### src/rtl/spi_flash_xip.sv
// Read-only execute-in-place SPI flash controller: single-SPI READ (0x03) of
// 32-bit words, with continuation of an open transaction on sequential fetches.
`timescale 1ns/1ps
module spi_flash_xip #(
  parameter int CSB_HIGH_CYCLES  = 4,
  parameter int WAKE_WAIT_CYCLES = 40,
  parameter bit ENABLE_BURST     = 1'b1
) (
  input  logic        clk,
  input  logic        reset,
  input  logic        valid,
  output logic        ready,
  input  logic [23:0] addr,
  output logic [31:0] rdata,
  output logic        flash_csb,
  output logic        flash_clk,
  output logic        flash_io0_oe,
  output logic        flash_io0_do,
  input  logic        flash_io1_di,
  output logic        flash_io23_do
);

  typedef enum logic [3:0] {
    S_INIT_GAP,
    S_WAKE,
    S_WAKE_WAIT,
    S_IDLE,
    S_CMD,
    S_DATA,
    S_DONE,
    S_OPEN,
    S_GAP
  } state_t;

  localparam int CNT_W = 16;
  localparam logic [CNT_W-1:0] GAP_LAST  = CNT_W'(CSB_HIGH_CYCLES - 1);
  localparam logic [CNT_W-1:0] WAIT_LAST = CNT_W'(WAKE_WAIT_CYCLES - 1);
  localparam logic [CNT_W-1:0] WAKE_LAST = CNT_W'(15);
  localparam logic [CNT_W-1:0] WORD_LAST = CNT_W'(63);

  state_t           state, state_nxt;
  logic [CNT_W-1:0] cnt, cnt_nxt;
  logic             pend, pend_nxt;
  logic [21:0]      word_q;
  logic [21:0]      next_word;
  logic [31:0]      tx_sr;
  logic [31:0]      rx_sr;
  logic             tx_load;
  logic [31:0]      tx_load_val;
  logic             addr_latch;
  logic             word_inc;
  logic             rdata_load;
  logic             unused_bits;

  function automatic logic [31:0] read_cmd(input logic [21:0] w);
    return {8'h03, w, 2'b00};
  endfunction

  // First byte shifted in lands in the least significant byte.
  function automatic logic [31:0] swap_bytes(input logic [31:0] w);
    return {w[7:0], w[15:8], w[23:16], w[31:24]};
  endfunction

  assign next_word   = word_q + 22'd1;
  assign unused_bits = ^{addr[1:0], rx_sr[31]};

  always_ff @(posedge clk) begin
    if (reset) begin
      state <= S_INIT_GAP;
      cnt   <= '0;
      pend  <= 1'b0;
    end else begin
      state <= state_nxt;
      cnt   <= cnt_nxt;
      pend  <= pend_nxt;
    end
  end

  always_comb begin
    state_nxt   = state;
    cnt_nxt     = cnt + CNT_W'(1);
    pend_nxt    = pend;
    tx_load     = 1'b0;
    tx_load_val = read_cmd(addr[23:2]);
    addr_latch  = 1'b0;
    word_inc    = 1'b0;
    rdata_load  = 1'b0;
    case (state)
      S_INIT_GAP: begin
        if (cnt == GAP_LAST) begin
          state_nxt   = S_WAKE;
          cnt_nxt     = '0;
          tx_load     = 1'b1;
          tx_load_val = {8'hAB, 24'h000000};
        end
      end
      S_WAKE: begin
        if (cnt == WAKE_LAST) begin
          state_nxt = S_WAKE_WAIT;
          cnt_nxt   = '0;
        end
      end
      S_WAKE_WAIT: begin
        if (cnt == WAIT_LAST) begin
          state_nxt = S_IDLE;
          cnt_nxt   = '0;
        end
      end
      S_IDLE: begin
        cnt_nxt = '0;
        if (valid) begin
          addr_latch = 1'b1;
          tx_load    = 1'b1;
          state_nxt  = S_CMD;
        end
      end
      S_CMD: begin
        if (cnt == WORD_LAST) begin
          state_nxt = S_DATA;
          cnt_nxt   = '0;
        end
      end
      S_DATA: begin
        if (cnt == WORD_LAST) begin
          state_nxt  = S_DONE;
          cnt_nxt    = '0;
          rdata_load = 1'b1;
        end
      end
      S_DONE: begin
        cnt_nxt   = '0;
        state_nxt = ENABLE_BURST ? S_OPEN : S_GAP;
      end
      S_OPEN: begin
        // Flash keeps streaming while csb stays low, so a sequential word needs no command.
        cnt_nxt = '0;
        if (valid) begin
          if (addr[23:2] == next_word) begin
            word_inc  = 1'b1;
            state_nxt = S_DATA;
          end else begin
            addr_latch = 1'b1;
            pend_nxt   = 1'b1;
            state_nxt  = S_GAP;
          end
        end
      end
      S_GAP: begin
        if (cnt == GAP_LAST) begin
          cnt_nxt  = '0;
          pend_nxt = 1'b0;
          if (pend) begin
            state_nxt   = S_CMD;
            tx_load     = 1'b1;
            tx_load_val = read_cmd(word_q);
          end else begin
            state_nxt = S_IDLE;
          end
        end else if (valid && !pend) begin
          addr_latch = 1'b1;
          pend_nxt   = 1'b1;
        end
      end
      default: begin
        state_nxt = S_INIT_GAP;
        cnt_nxt   = '0;
        pend_nxt  = 1'b0;
      end
    endcase
  end

  // Odd counter values are the high phase; shifting happens on the edge that ends it.
  always_ff @(posedge clk) begin
    if (addr_latch) begin
      word_q <= addr[23:2];
    end else if (word_inc) begin
      word_q <= next_word;
    end
    if (tx_load) begin
      tx_sr <= tx_load_val;
    end else if (cnt[0]) begin
      tx_sr <= {tx_sr[30:0], 1'b0};
    end
    if (state == S_DATA && cnt[0]) begin
      rx_sr <= {rx_sr[30:0], flash_io1_di};
    end
  end

  always_ff @(posedge clk) begin
    if (reset) begin
      rdata <= '0;
    end else if (rdata_load) begin
      rdata <= swap_bytes({rx_sr[30:0], flash_io1_di});
    end
  end

  assign ready         = (state == S_DONE);
  assign flash_csb     = !(state inside {S_WAKE, S_CMD, S_DATA, S_DONE, S_OPEN});
  assign flash_clk     = (state inside {S_WAKE, S_CMD, S_DATA}) && cnt[0];
  assign flash_io0_do  = (state inside {S_WAKE, S_CMD}) && tx_sr[31];
  assign flash_io0_oe  = !flash_csb;
  assign flash_io23_do = 1'b1;

endmodule

### config.mk
export PLATFORM = sky130hd
export DESIGN_NAME = spi_flash_xip
export DESIGN_NICKNAME = d
export VERILOG_FILES = /design/src/rtl/spi_flash_xip.sv
export SDC_FILE = /design/constraint.sdc
export NUM_CORES = 1
export LEC_CHECK = 0
export ABC_AREA = 1
export ABC_CLOCK_PERIOD_IN_PS = 3500
export BUFFER_PORTS_ARGS = -buffer_cell sky130_fd_sc_hd__clkbuf_2
export CAP_MARGIN = 20
export CORE_MARGIN = 3
export CORE_UTILIZATION = 30
export CTS_CLUSTER_DIAMETER = 50
export CTS_CLUSTER_SIZE = 28
export DETAILED_ROUTE_END_ITERATION = 8
export MAX_ROUTING_LAYER = met4
export PLACE_DENSITY_LB_ADDON = 0.12
export SYNTH_ARGS = -nofsm -noshare
export SYNTH_HDL_FRONTEND = slang
export SYNTH_SLANG_ARGS = --single-unit
### constraint.sdc
create_clock -name clk -period 3.5 [get_ports clk]
set_clock_uncertainty 0.05 [all_clocks]
set_input_delay 0.7 -clock clk [delete_from_list [all_inputs] [get_ports clk]]
set_output_delay 0.7 -clock clk [all_outputs]
set_load 0.05 [all_outputs]
==> run summary <==
FF-to-FF path depth = 16
Peak VDD IR = 309.1 uV
Max FO, Critical Path = 22
WP depth = 16
HPWL Detailed = 13310 um
Drt initial violations = 341
CTS tree = done
Register area share after synthesis = 49.95%
Outcome = completed
First-pass GRT wire length = 31640 um
Most frequent CP cell = nand2_1
Post-synth top area share = 35.03%
Max-cap violations = 0
Root Buffer = clkbuf_16
Clock latency on the worst-skew pair = 0.42 ns
# setup viols final = 0
DRT Wirelength = 18780 um
Post-CTS Resized = 0
Crit share post-route = 83.03%
Area occupied by multi-input gates = 0.003060 mm^2
Vias in the first global route = 6104
Mux cell area share after synthesis = 0%
XOR/XNOR share of the synthesized area = 0.6155%
Max-slew violation count = 0
Pwr Total = 4673 uW
Worst Setup Start Kind = flop
Post-Synthesis Mean Instance Area = 7.601 um^2
Synth Cell Area = 0.007114 mm^2
Synth Warn # = 0
Synth area leaders = edfxtp_1, nand2_1, dfxtp_1
GRT Total Usage = 15.68%
Largest net degree at the start of global routing = 48
Crit path to = word_q[15]$_DFFE_PP_
RD Place Congestion = 0.8865
Core Box Area = 0.02298 mm^2
CP Cell Sequence = ha_1, nand3_2, nor2_4, nand2_2, nand2_1, nand3_1, nand2_1, nand2_1, nor2_1, nand2_1, nor2_1, nand2_1, nand3_2, nand2_2, nand2_1, nand2_1
Fmax = 0.3441 GHz
Crit Path Class = reg -> reg
Synth Net Count = 966
Setup TNS = 0 ns
# DRC = 0
Hold Crit Class = reg -> reg
WL met2 = 8702 um
Reg area = 0.003553 mm^2
Pwr dens = 557.6 mW/mm^2
Port Buffers = 62
Layout area overhead = 17.78%
Critical R2R Launch = word_q[0]$_DFFE_PP_
DR vias/cell = 4.610
R2r setup slk = 0.59 ns
RSZ-0062 raised after global routing = no
Post-CTS Setup Repair Bufs = 0
Longest Clk Path Bufs = 2
Die Height = 160.0 um
Required @ worst endpoint = 3.62 ns
Rel. slew slack = 34.00%
Simple-gate share of the synthesized area = 32.61%
Worst Setup SP = word_q[0]$_DFFE_PP_
Crit. End Element = flop
Post-synth EDFFs = 83
Cell family with most CP delay = simple AND/OR/NAND/NOR gates
Post-Synthesis Cells = 936
FF-to-FF End = word_q[15]$_DFFE_PP_
Arr. time, crit path = 3.03 ns
Drt pass-1 iters = 5
WL met1 = 9289 um
Top sig layer = met4
Horiz. Die Dim = 160.0 um
Clk slew on worst S/H paths = 0.07 ns
Leakage = 0.003520 uW
Commonest non-fill, non-tap cell in the layout = nand2_1
Fin util = 36.46%
# fillers = 2499
Largest family of logic cells by synthesized area = simple AND/OR/NAND/NOR gates
Largest stage delay, worst path = 0.49 ns
CTS buffer count = 17
DIE AREA = 0.02560 mm^2
Complex-gate fraction of the synthesized area = 9.198%
Adder-Cell Fraction of Synth Area = 0.3517%
WL met3 = 594 um
Row count = 55
Buf/Inv on CP = 0
IO Pins = 66
Final nets = 1032
Wire per inst = 14.13 um
Hold-fix buffers, CTS = 0
Post-DRT Antenna Nets = 0
Prevailing post-synth register cell = edfxtp_1
Hold Violations, Final = 0
Vias = 6127
Slew @ Worst Pin = 0.9889 ns
Antenna violations before repair = 1
Layout cells sized above 1 = 13.69%
Distinct cells, synth = 38
Starting density of the core = 30.95%
FFs w/ async S/R, synth = 0%
Clock Sinks = 136
Yosys reg bits = 136
Most frequent cells in the layout = nand2_1, nor2_1, inv_1
Crit path time final = 2.906 ns
H-tree Lvls = 4
Leading area contributor after synthesis = edfxtp_1
Gr ovfl total = 0
Slowest CP cell = edfxtp_1
## logic make-up (layout without fill, tap and decap cells)
family | Yosys count | in the layout
fa+ha+maj | 2 | 2
simple gates | 544 | 544
flops | 136 | 136
compound gates | 122 | 122
buf+inv | 126 | 205
xor+xnor | 5 | 5
other cells | 1 | 2
## routing by layer
| metal | track usage (%) | up-vias |
|---|---|---|
| met5 | - | - |
| met4 | 3.314 | 0 |
| met3 | 3.320 | 11 |
| met2 | 24.61 | 80 |
| met1 | 21.01 | 2826 |
| li1 | - | 3210 |
## power by group
group / internal [uW] / switching, uW / leakage, uW
logic: 242 / 535 / 0.00204
registers: 2010 / 82.0 / 0.00119
clock network: 1010 / 791 / 0.000288
## through the flow
step	setup WS (ns)	instance area (um^2)	instances	hold WS [ns]
after floorplan	0.5788	7114	936	0.3768
after global placement	0.5852	7792	1296	0.3794
after detailed placement	0.5598	7792	1296	0.3842
after CTS	0.5417	8377	1328	0.3968
after global routing	0.2044	8379	1329	0.4060
final	0.5938	8379	1329	0.3931
## sequential cells by signal, summed over array words and instances, names as in the netlist
name,count
rx_sr,31
state,4
cnt,16
pend,1
word_q,22
tx_sr,30
rdata,32
## synth_stat cells, types with 4 or more instances
library cell / count
nor2_1: 108
nand3_1: 79
nor2_4: 5
o21ai_0: 32
a31oi_1: 21
nor3_1: 7
nand4_1: 9
nand3b_1: 10
inv_1: 92
clkbuf_1: 15
nand2_1: 305
dfxtp_1: 53
xor2_1: 4
buf_4: 5
edfxtp_1: 83
a21oi_1: 63
nand2_2: 5
buf_2: 6
## cell type report
type,instances,share of cell area [%]
inverters,95,4.256
flip-flops and latches,136,42.41
clock inverters,15,1.896
multi-input cells,674,36.52
well taps,313,4.674
repair buffers,78,5.137
diodes,1,0.02986
clock buffers,17,5.077
## worst min-delay path by stage
stage / from / endpoint / cells past startpoint
final: rx_sr[24]$_DFFE_PP_ / rx_sr[25]$_DFFE_PP_ / 0
after global placement: rx_sr[16]$_DFFE_PP_ / rx_sr[17]$_DFFE_PP_ / 0
after global routing: rx_sr[8]$_DFFE_PP_ / rx_sr[9]$_DFFE_PP_ / 0
after floorplan: rx_sr[9]$_DFFE_PP_ / rx_sr[10]$_DFFE_PP_ / 0
after CTS: rx_sr[24]$_DFFE_PP_ / rx_sr[25]$_DFFE_PP_ / 0
after detailed placement: rx_sr[6]$_DFFE_PP_ / rx_sr[7]$_DFFE_PP_ / 0
Power figures use the tool's default switching activity.
